<file path="src/rtl/zion_skid_pkg.sv">
// Shared types and constants for the two-entry clearable skid buffer.
package zion_skid_pkg;

  // Occupancy state of the slice; the encoding doubles as the occupancy count.
  typedef enum logic [1:0] {
    EMPTY = 2'd0,
    ONE   = 2'd1,
    FULL  = 2'd2
  } skid_state_e;

  // Width of the occupancy output (counts 0..2).
  localparam int CNT_W = 2;

endpackage : zion_skid_pkg

</file>
<file path="src/rtl/ZionBasicCircuitLib_ClrEnRcDff.sv">
// Library D flip-flop with clear and enable and a selectable reset style.
// RST_CFG: 0 async active-low, 1 async active-high,
//          2 sync active-low, 3 sync active-high.
// Clear takes priority over enable; both load INI_DATA / iDat on the clock edge.
module ZionBasicCircuitLib_ClrEnRcDff #(
  parameter int               WIDTH    = 32,
  parameter int               RST_CFG  = 3,
  parameter logic [WIDTH-1:0] INI_DATA = WIDTH'(1)
) (
  input  logic             clk,
  input  logic             rst,
  input  logic             iClr,
  input  logic             iEn,
  input  logic [WIDTH-1:0] iDat,
  output logic [WIDTH-1:0] oDat
);

  generate
    if (RST_CFG == 0) begin : g_async_low
      // Register with asynchronous active-low reset.
      always_ff @(posedge clk or negedge rst) begin
        // NOTE: sequential state uses non-blocking assignments so every flop samples pre-edge values.
        if (!rst)      oDat <= INI_DATA;
        else if (iClr) oDat <= INI_DATA;
        else if (iEn)  oDat <= iDat;
      end
    end else if (RST_CFG == 1) begin : g_async_high
      // Register with asynchronous active-high reset.
      always_ff @(posedge clk or posedge rst) begin
        if (rst)       oDat <= INI_DATA;
        else if (iClr) oDat <= INI_DATA;
        else if (iEn)  oDat <= iDat;
      end
    end else begin : g_sync
      // Reset is just another synchronous clear; only its polarity differs.
      logic rst_act;
      assign rst_act = (RST_CFG == 2) ? !rst : rst;

      // Register with synchronous reset.
      always_ff @(posedge clk) begin
        if (rst_act)   oDat <= INI_DATA;
        else if (iClr) oDat <= INI_DATA;
        else if (iEn)  oDat <= iDat;
      end
    end
  endgenerate

endmodule : ZionBasicCircuitLib_ClrEnRcDff

</file>
<file path="src/rtl/zion_clr_skid_buf.sv">
// Two-entry valid/ready skid buffer with synchronous flush.
// All handshake outputs decode from the state register, so oRdy never
// depends combinationally on iRdy. The main register drives oDat; the skid
// register catches the word that arrives while the consumer stalls.
module zion_clr_skid_buf
  import zion_skid_pkg::*;
#(
  parameter int               WIDTH    = 32,
  parameter logic [WIDTH-1:0] INI_DATA = WIDTH'(1)
) (
  input  logic             clk,
  input  logic             rst,
  input  logic             iClr,
  input  logic             iVld,
  output logic             oRdy,
  input  logic [WIDTH-1:0] iDat,
  output logic             oVld,
  input  logic             iRdy,
  output logic [WIDTH-1:0] oDat,
  output logic [CNT_W-1:0] oCnt
);

  skid_state_e      state, state_nxt;
  logic             push, pop;
  logic             main_en, main_clr, skid_en, skid_clr;
  logic [WIDTH-1:0] main_din, skid_q;

  assign oVld = (state != EMPTY);
  assign oRdy = (state != FULL);
  assign oCnt = CNT_W'(state);
  assign push = iVld & oRdy;
  assign pop  = oVld & iRdy;

  // State register; reset and flush both return to EMPTY.
  always_ff @(posedge clk) begin
    if (rst)       state <= EMPTY;
    else if (iClr) state <= EMPTY;
    else           state <= state_nxt;
  end

  // Next state plus load/clear strobes for the two data registers.
  always_comb begin
    // NOTE: every output of this block gets a default first, so no path leaves it unassigned and no latch is inferred.
    state_nxt = state;
    main_en   = 1'b0;
    main_clr  = iClr;
    main_din  = iDat;
    skid_en   = 1'b0;
    skid_clr  = iClr;
    if (!iClr) begin
      unique case (state)
        EMPTY: begin
          if (push) begin
            state_nxt = ONE;
            main_en   = 1'b1;
          end
        end
        ONE: begin
          if (push && pop) begin
            main_en = 1'b1;
          end else if (push) begin
            state_nxt = FULL;
            skid_en   = 1'b1;
          end else if (pop) begin
            state_nxt = EMPTY;
            main_clr  = 1'b1;
          end
        end
        FULL: begin
          if (pop) begin
            state_nxt = ONE;
            main_en   = 1'b1;
            main_din  = skid_q;
            skid_clr  = 1'b1;
          end
        end
        default: state_nxt = EMPTY;
      endcase
    end
  end

  ZionBasicCircuitLib_ClrEnRcDff #(
    .WIDTH    (WIDTH),
    .RST_CFG  (3),
    .INI_DATA (INI_DATA)
  ) u_main (
    .clk  (clk),
    .rst  (rst),
    .iClr (main_clr),
    .iEn  (main_en),
    .iDat (main_din),
    .oDat (oDat)
  );

  ZionBasicCircuitLib_ClrEnRcDff #(
    .WIDTH    (WIDTH),
    .RST_CFG  (3),
    .INI_DATA (INI_DATA)
  ) u_skid (
    .clk  (clk),
    .rst  (rst),
    .iClr (skid_clr),
    .iEn  (skid_en),
    .iDat (iDat),
    .oDat (skid_q)
  );

endmodule : zion_clr_skid_buf

</file>
<file path="config.mk">
export PLATFORM = sky130hd
export DESIGN_NAME = zion_clr_skid_buf
export DESIGN_NICKNAME = d
export VERILOG_FILES = /design/src/rtl/zion_skid_pkg.sv /design/src/rtl/ZionBasicCircuitLib_ClrEnRcDff.sv /design/src/rtl/zion_clr_skid_buf.sv
export SDC_FILE = /design/constraint.sdc
export NUM_CORES = 1
export LEC_CHECK = 0
export BUFFER_PORTS_ARGS = -buffer_cell sky130_fd_sc_hd__buf_2
export CAP_MARGIN = 10
export CORE_UTILIZATION = 55
export CTS_BUF_LIST = sky130_fd_sc_hd__clkbuf_8
export DETAILED_ROUTE_END_ITERATION = 10
export GPL_ROUTABILITY_DRIVEN = 1
export PLACE_DENSITY = 0.82
export SYNTH_ARGS = -nofsm -noshare
export SYNTH_HDL_FRONTEND = slang
export SYNTH_HIERARCHICAL = 1
export SYNTH_SLANG_ARGS = --single-unit
</file>
<file path="constraint.sdc">
create_clock -name clk -period 2.1 [get_ports clk]
set_input_delay 0.525 -clock clk [delete_from_list [all_inputs] [get_ports clk]]
set_output_delay 0.525 -clock clk [all_outputs]
set_load 0.005 [all_outputs]
</file>
==> results of run 1 <==
## power by group
group | leakage (nW) | internal [W] | switching [W]
Combinational | 0.893 | 0.000128 | 0.000104
Clock | 0.119 | 0.000764 | 0.000471
Sequential | 0.533 | 0.00127 | 0.00000936
## logic make-up after synthesis
family / count (synthesis)
multiplexers: 94
flip-flops: 66
buffers and inverters: 20
AO/OA/AOI/OAI: 6
AND/OR/NAND/NOR: 77
## sequential cells by signal, summed over array words and instances (netlist names)
register,flops
u_main/oDat,32
u_skid/oDat,32
oCnt,2
## final timing paths
kind,start,endpoint,slack [ns],cells past startpoint
hold reg to reg,u_main/oDat[8],u_main/oDat[8],0.49,2
setup reg to reg,oCnt[1],u_main/oDat[21],0.42,6
hold / removal,rst,oCnt[0],0.40,2
setup / recovery,oCnt[1],u_main/oDat[21],0.42,6
## layout make-up
cell class / count / area [sq um] / area share (%)
Clock buffer: 12 / 165 / 4.54
Clock inverter: 4 / 72.6 / 2.00
Inverter: 1 / 3.75 / 0.103
Multi-Input combinational cell: 177 / 1510 / 41.6
Sequential cell: 66 / 1320 / 36.4
Tap cell: 70 / 87.6 / 2.41
Timing Repair Buffer: 82 / 473 / 13.0
## layer usage
metal,track usage (%),routed length [um]
met1,23.9,2650
met2,33.6,2600
met3,4.55,253
met4,11.0,97
met5,0,0
## through the flow
step                      instances  hold slack, ns  power (W)
after floorplan                 263           0.456    0.00146
after global placement          396           0.466    0.00153
after detailed placement        396           0.479    0.00154
after CTS                       412           0.379    0.00278
after global routing            412           0.388    0.00284
final                           412           0.398    0.00274
## placed cells by master (no fill, tap or decap), types with 2 or more instances in the layout
| master | synthesis | layout |
|---|---|---|
| clkbuf_8 | 0 | 12 |
| dfxtp_1 | 66 | 66 |
| mux2i_1 | 62 | 62 |
| or2_1 | 3 | 3 |
| nor2b_1 | 3 | 3 |
| nor2_1 | 62 | 62 |
| nand2b_1 | 3 | 3 |
| mux2_1 | 2 | 2 |
| buf_2 | 0 | 72 |
| a211o_1 | 2 | 2 |
| bufinv_16 | 0 | 2 |
| mux2_4 | 30 | 30 |
| buf_12 | 3 | 3 |
| buf_4 | 8 | 7 |
==> reports/metrics.cfg, run 1 <==
[outcome]
outcome=completed

[cells_and_area]
diodes=0
nets=374
stdcell_area_sq_mm=0.00363
drive_gt1_share_pct=38.6
area_growth_pct=19.9
nFillCells=396
utilization_pct=69.8

[worst_setup_path]
crit_buf_inv=1
path_class=flip-flop to flip-flop
cp.required_ns=2.32
path_max_fanout=10
path_cells=nand3b_4 -> nor2_8 -> buf_4 -> mux2_4 -> mux2i_1 -> nor2_1
crit_path_start_kind=flip-flop
cp.arrival_ns=1.90
cp_slowest_stage_delay_ns=0.45
crit_slowest_cell=dfxtp_1
crit_path_end_kind=flip-flop
crit_family=flip-flops

[sta]
maxSlewHeadroom_pct=79.5
fin_crit_sh_pct=80.0
fin_ws_ns=0.421
tns_ns=0
setup_viol=0
layout_min_cycle_time_ns=1.68
rsz0062_at_grt=no
tightest_slew_ns=0.307
max_freq_mhz=595
finalHoldViolCount=0
finClkSkew_ns=0.00569
maxSlewViolCount=0

[synth]
synth-main-ff-cell=dfxtp_1
synth-edff-count=0
async_flop_share_pct=0
synthMuxAreaShare_pct=36.1
netlist_instances=263
synthXorXnorAreaFrac_pct=0
ys_top_cells_by_count=dfxtp_1 (66), mux2i_1 (62), nor2_1 (62)
synth_cell_types=23
yosys.area_share.adder_pct=0
ys_seq_area_share_pct=43.6
ys_seq_elements=66
synth-compound-area-share_pct=1.65
syn-num-nets=300
synth_warnings=6
synth_top_family_by_area=multiplexers
syn_area_per_cell_sq_um=11.5
synthSimpleGateAreaFrac_pct=11.6
synth.largest_area_cell=dfxtp_1
synthesis.area_sq_mm=0.00303
synthTopCellsByArea=dfxtp_1 (44%), mux2i_1 (20%), mux2_4 (15%), nor2_1 (7.7%), buf_6 (3.0%)
synth.most_common_cell=dfxtp_1
synth_top_area_share_pct=43.6

[drt]
firstDrtPassIters=4
drc_errors=0
postRouteAntennaNets=0
dr.first_iter.drc_count=51
post_drt_via_cell_ratio=5.04
post_drt_wl_per_cell_um=13.6
routed_wl_um=5600
vias=2078

[grt]
track_usage_pct=20.1
grt_max_degree=20
grt_pass1_vias=1978
grt_remaining_overflow=0
grt_pass1_wl_um=9070
antenna_found_initial=0

[cts]
numCtsBuffers=9
cts_hold_buffers=0
cts_tree=built
clock_latency_ns=0.33
cts_resized=0
cts.sinks=66
post_cts_buffers=0
clkSlewWorstSetupHoldPaths_ns=0.07
htree_levels=3
clockBufferDepth=2
root_buffer=clkbuf_8

[hold_path]
min_path_type=primary input to flip-flop

[floorplanning]
io-pin-count=73
num_rows=26
dieArea_sq_mm=0.00581
coreArea_sq_mm=0.00520
die_h_um=76.2
start_util_pct=58.2
die_w_um=76.2

[power_and_ir_drop]
p_leak_nw=1.54
p_per_area_mw_per_mm2=755
peakVddDrop_v=0.000400

[placed_design]
dp_hpwl_um=3820
placed_cell_area_sq_mm=0.00340
port_buffers=72
dp_slack_ns=0.197
place_congestion=0.743

[flow_run]
maxCapViolations=0

No activity file was read; power rests on OpenSTA's default activity.
==> run 2: changes to the inputs <==
Settings changed: ABC_AREA set to 1, PLACE_DENSITY 0.82 to 0.8.
Clock period 2.1 ns to 1.67 ns, I/O delays scaled along.
==> run 2 against run 1 <==
Non-clock buffer count unchanged. Clock power about the same. Global-route usage up 1.8 points. Area after synthesis up 18%. Synthesized cell count up 100%. Sequential share of layout area down 4.0 points. Final area up 12%. First-iteration DRC count rose to 2.7 times the previous value. Die area up 18%. Worst hold slack worse by 0.079 ns. Register-to-register slack worse by 0.17 ns. Sequential power up 27%. Largest power group unchanged.
==> reports/metrics.cfg, run 2 <==
[worst_setup_path]
path_cells=nor2_1 -> inv_1 -> buf_2
crit_family=flip-flops
cp.required_ns=1.25  ; -1.07 ns
cp.arrival_ns=1.09  ; -0.81 ns
crit_slowest_cell=dfxtp_1
r2r_slack_ns=0.25  ; -0.17 ns
crit_path_end_kind=output pin
ff2ff_path_depth=6  ; unchanged
rr_startpoint=oCnt[1]
path_max_fanout=8  ; -2
crit_path_start_kind=flip-flop
path_class=flip-flop to output pin
r2r_end=u_skid/oDat[17]
crit_buf_inv=2  ; +1
cp_slowest_stage_delay_ns=0.50  ; +0.05 ns

[synth]
synthSimpleGateAreaFrac_pct=36.4  ; +25 points
synthTopCellsByArea=dfxtp_1 (37%), nand2_1 (17%), inv_1 (10%), nor2_2 (9.1%), buf_6 (8.2%)
synth_warnings=6  ; unchanged
synthesis.area_sq_mm=0.00359  ; +18%
ys_seq_elements=66  ; unchanged
synth_cell_types=18  ; -22%
netlist_instances=535  ; +100%
async_flop_share_pct=0  ; unchanged
synth-compound-area-share_pct=7.81  ; +6.2 points
syn_area_per_cell_sq_um=6.71  ; -42%
synth_top_family_by_area=simple AND/OR/NAND/NOR gates
syn-num-nets=572  ; +91%
synth.most_common_cell=nand2_1
synth.largest_area_cell=dfxtp_1
synth_top_area_share_pct=36.8  ; -6.8 points
synth-main-ff-cell=dfxtp_1
ys_seq_area_share_pct=36.8  ; -6.8 points
ys_top_cells_by_count=nand2_1 (163), inv_1 (99), nor2_1 (76)
synth-edff-count=0  ; unchanged
synthXorXnorAreaFrac_pct=0  ; unchanged
yosys.area_share.adder_pct=0  ; unchanged
synthMuxAreaShare_pct=0  ; -36 points

[hold_path]
hold_depth=3  ; +1
min_path_type=primary input to flip-flop
holdCritStartpoint=iDat[0]
min_to=u_skid/oDat[0]

[floorplanning]
die_w_um=82.8  ; +8.6%
num_rows=29  ; +12%
die_h_um=82.8  ; +8.6%
start_util_pct=56.8  ; -1.4 points
dieArea_sq_mm=0.00685  ; +18%
coreArea_sq_mm=0.00631  ; +21%
io-pin-count=73  ; unchanged

[power_and_ir_drop]
p_leak_nw=1.94  ; +26%
p_per_area_mw_per_mm2=797  ; +5.6%
peakVddDrop_v=0.000432  ; +8.0%

[sta]
tightest_slew_ns=0.317  ; +0.0103 ns
max_freq_mhz=662
maxSlewHeadroom_pct=78.6  ; -0.86 points
fin_ws_ns=0.159  ; -0.262 ns
finalHoldViolCount=0  ; unchanged
setup_viol=0  ; unchanged
finClkSkew_ns=0.00824  ; +0.00255 ns
maxSlewViolCount=0  ; unchanged
rsz0062_at_grt=no
layout_min_cycle_time_ns=1.51
fin_crit_sh_pct=90.5
tns_ns=0  ; unchanged

[placed_design]
dp_slack_ns=0.106  ; -0.0909 ns
port_buffers=72  ; unchanged
placed_cell_area_sq_mm=0.00390  ; +15%
dp_hpwl_um=4610  ; +21%
place_congestion=0.763  ; +2.7%

[drt]
routed_wl_um=6730  ; +20%
post_drt_wl_per_cell_um=9.85  ; -27%
firstDrtPassIters=4  ; unchanged
drc_errors=0  ; unchanged
postRouteAntennaNets=0  ; unchanged
dr.first_iter.drc_count=139  ; +170%
post_drt_via_cell_ratio=4.55  ; -9.8%
vias=3106  ; +49%

[cts]
cts_resized=0  ; unchanged
root_buffer=clkbuf_8
cts_tree=built
cts_hold_buffers=0  ; unchanged
clock_latency_ns=0.33  ; about the same
cts.sinks=66  ; unchanged
numCtsBuffers=9  ; unchanged
post_cts_buffers=0  ; unchanged
htree_levels=3  ; unchanged
clockBufferDepth=2  ; unchanged
clkSlewWorstSetupHoldPaths_ns=0.07  ; about the same

[grt]
grt_max_degree=45  ; +130%
track_usage_pct=21.9  ; +1.8 points
grt_pass1_vias=2824  ; +43%
grt_remaining_overflow=0  ; unchanged
antenna_found_initial=0  ; unchanged
grt_pass1_wl_um=11500  ; +27%

[cells_and_area]
nets=638  ; +71%
diodes=0  ; unchanged
stdcell_area_sq_mm=0.00409  ; +12%
drive_gt1_share_pct=29.9  ; -8.7 points
most-common-layout-cells=nand2_1 (162), inv_1 (102), nor2_1 (75), buf_2 (72), dfxtp_1 (66)
area_growth_pct=13.9
final_common_cell=nand2_1
utilization_pct=64.7  ; -5.1 points

[flow_run]
maxCapViolations=0  ; unchanged

[outcome]
outcome=completed

-- run 2: cell count changes in the layout (fill, tap and decap cells not counted), sizes merged, moves of 3 or more --
| cell | change |
|---|---|
| o21ai | +34 |
| mux2 | -32 |
| mux2i | -62 |
| nand2b | -3 |
| nand3 | +7 |
| nor2 | +67 |
| nand2 | +164 |
| inv | +104 |
| nor2b | -3 |
| or2 | -3 |
-- run 2: worst max-delay path by stage --
| stage | start | end | cells past startpoint |
|---|---|---|---|
| after detailed placement | iClr | u_main/oDat[27] | 10 |
| after floorplan | iClr | u_main/oDat[22] | 9 |
| after CTS | oCnt[1] | oVld | 3 |
| final | oCnt[1] | oVld | 3 |
| after global placement | iVld | u_main/oDat[10] | 8 |
| after global routing | oCnt[1] | oVld | 3 |
-- run 2: cell families (layout without fill, tap and decap cells) --
logic type,Yosys count,count (layout)
DFF,66,66
buffers and inverters,129,200
and+or+nand+nor,303,303
AOI/OAI and AO/OA,37,37
-- run 2: area by class of cell --
| type | instances | area, sq um |
|---|---|---|
| well taps | 77 | 96.3 |
| multi-input cells | 340 | 1600 |
| clock buffers | 12 | 165 |
| clock inverters | 4 | 18.8 |
| repair buffers | 82 | 498 |
| flip-flops and latches | 66 | 1320 |
| inverters | 102 | 383 |
| fillers | 588 | 2230 |
-- run 2: power breakdown --
group | switching [W] | internal, W
sequential | 0.0000174 | 0.00161
combinational | 0.000241 | 0.000170
clock | 0.000577 | 0.000645
total | 0.000835 | 0.00242
-- run 2: per-stage QoR --
stage	cells	hold slack, ns	power, W
3_3_place_gp	667	0.434	0.00206
2_1_floorplan	535	0.428	0.00196
5_1_grt	683	0.320	0.00343
4_1_cts	683	0.299	0.00331
6_report	683	0.320	0.00326
3_5_place_dp	667	0.450	0.00207
-- run 2: layer usage --
metal / track usage, % / up-vias / wire length [um]
li1: - / 1663 / -
met2: 38.4 / 68 / 3250
met3: 3.85 / 12 / 292
met1: 25.3 / 1363 / 3070
met5: 0 / - / 0
met4: 11.0 / 0 / 114
-- run 2: worst reg2reg max path: stages (launching register included) --
cell	delay, ns
dfxtp_1	0.50
nand2_1	0.11
o21ai_0	0.29
nor2_4	0.07
buf_4	0.21
nand2_1	0.12
nor2_2	0.03
==> run 3: changes to the inputs <==
Settings changed: PLACE_DENSITY 0.8 to 0.76, REMOVE_ABC_BUFFERS set to 1.
==> run 3 against run 2 <==
Wire length up 4.3%. Via count up 0.52%. Clock skew shrank 0.0018 ns. Power increased by 9.5%. Utilization is 0.89 points higher. Fmax is 3.4% lower.
==> reports/metrics.cfg, run 3 (synthesized netlist as in run 2, its figures left out) <==
[floorplanning]
die_w_um=82.8  ; unchanged
num_rows=29  ; unchanged
io-pin-count=73  ; unchanged
dieArea_sq_mm=0.00685  ; unchanged
coreArea_sq_mm=0.00631  ; unchanged
start_util_pct=56.8  ; unchanged
die_h_um=82.8  ; unchanged

[worst_setup_path]
crit_slowest_cell=dfxtp_1
cp.required_ns=1.25  ; about the same
path_class=flip-flop to output pin
crit_path_end_kind=output pin
path_cells=buf_4 -> nor2_1 -> inv_1 -> buf_2
path_max_fanout=7  ; -1
crit_path_start_kind=flip-flop
cp_slowest_stage_delay_ns=0.32  ; -0.18 ns
cp.arrival_ns=1.15  ; +0.06 ns
ff2ff_path_depth=5  ; -1

[power_and_ir_drop]
fin_total_pwr_w=0.00356  ; +9.5%
p_per_area_mw_per_mm2=861  ; +8.0%
p_leak_nw=1.97  ; +1.1%
peakVddDrop_v=0.000457  ; +5.8%

[cells_and_area]
nFillCells=581  ; -1.2%
diodes=0  ; unchanged
drive_gt1_share_pct=30.3  ; +0.45 points
utilization_pct=65.6  ; +0.89 points
stdcell_area_sq_mm=0.00414  ; +1.4%
most-common-layout-cells=nand2_1 (162), inv_1 (100), nor2_1 (75), buf_2 (72), dfxtp_1 (66)
multiInputGateArea_sq_mm=0.00162  ; +0.70%
register_area_sq_mm=0.00132  ; unchanged
area_growth_pct=15.5
fin_cells=684  ; +0.15%
final_common_cell=nand2_1
nets=639  ; +0.16%

[drt]
routed_wl_um=7010  ; +4.3%
firstDrtPassIters=4  ; unchanged
post_drt_via_cell_ratio=4.56  ; +0.37%
postRouteAntennaNets=0  ; unchanged
vias=3122  ; +0.52%
post_drt_wl_per_cell_um=10.3  ; +4.1%
drc_errors=0  ; unchanged
dr.first_iter.drc_count=110  ; -21%

[cts]
cts.sinks=66  ; unchanged
clkSlewWorstSetupHoldPaths_ns=0.07  ; about the same
numCtsBuffers=9  ; unchanged
htree_levels=3  ; unchanged
root_buffer=clkbuf_8
post_cts_buffers=0  ; unchanged
clockBufferDepth=2  ; unchanged
clock_latency_ns=0.34  ; about the same
cts_tree=built

[sta]
finClkSkew_ns=0.00646  ; -0.00179 ns
fin_crit_sh_pct=93.7  ; +3.2 points
rsz0062_at_grt=no
layout_min_cycle_time_ns=1.56  ; +0.0533 ns
finalHoldViolCount=0  ; unchanged
tightest_slew_ns=0.497  ; +0.180 ns
max_freq_mhz=639  ; -3.4%
setup_viol=0  ; unchanged
maxSlewHeadroom_pct=66.7  ; -12 points
maxSlewViolCount=0  ; unchanged
fin_ws_ns=0.106  ; -0.0533 ns

[placed_design]
dp_hpwl_um=4380  ; -5.1%
dp_slack_ns=-0.0869  ; -0.193 ns
dp.cells=667  ; unchanged
placed_cell_area_sq_mm=0.00390  ; unchanged
place_congestion=0.738  ; -3.4%
port_buffers=72  ; unchanged

[grt]
grt_remaining_overflow=0  ; unchanged
grt_pass1_wl_um=11000  ; -4.7%
track_usage_pct=21.2  ; -0.64 points
grt_max_degree=65  ; +44%
antenna_found_initial=0  ; unchanged
grt_pass1_vias=2626  ; -7.0%

[hold_path]
hold_depth=3  ; unchanged
min_path_type=primary input to flip-flop

[outcome]
outcome=completed

[flow_run]
maxCapViolations=0  ; unchanged

==> run 3: routing by layer <==
metal | vias to the layer above | GRT usage (%) | wire [um]
met3 | 13 | 6.81 | 364
met2 | 61 | 35.7 | 3290
met5 | - | 0 | 0
met4 | 0 | 9.48 | 114
li1 | 1672 | - | -
met1 | 1376 | 24.5 | 3240
==> run 3: through the flow <==
stage / hold WS [ns] / setup TNS (ns)
floorplan: 0.429 / -103.77
global placement: 0.436 / -0.951
detailed placement: 0.440 / -2.08
CTS: 0.328 / 0
global route: 0.330 / 0
finish: 0.329 / 0
==> run 3: worst max-delay path: cells and delay by family (launching register included) <==
family                 cells  cell delay, ns
buffers and inverters      3            0.34
flip-flops                 1            0.32
AND/OR/NAND/NOR            1            0.15
==> run 3: repair_timing <==
item	in CTS	in global routing
gates resized for setup	0	2
hold buffers	0	0
setup endpoints to repair	0	32
==> run 3: path summary, 6_finish.rpt <==
| kind | startpoint | to | slack [ns] |
|---|---|---|---|
| worst max-delay path | oCnt[1] | oVld | 0.11 |
| worst max register to register | oCnt[0] | u_main/oDat[3] | 0.16 |
| worst min-delay path | iDat[0] | u_skid/oDat[0] | 0.33 |
| worst min register to register | u_main/oDat[0] | u_main/oDat[0] | 0.45 |
==> run 3: cell type report <==
class | count | area share (%)
clock inverter | 5 | 1.87
sequential | 66 | 31.9
clock buffer | 11 | 3.65
tap | 77 | 2.33
timing repair buffer | 82 | 12.0
inverter | 102 | 9.24
multi-input combinational | 341 | 39.0
==> run 3: power by group <==
part           internal, W  switching [W]  leakage [nW]
clock network     0.000917       0.000607         0.121
registers          0.00161      0.0000172         0.534
logic             0.000171       0.000247          1.31
total              0.00269       0.000871          1.97
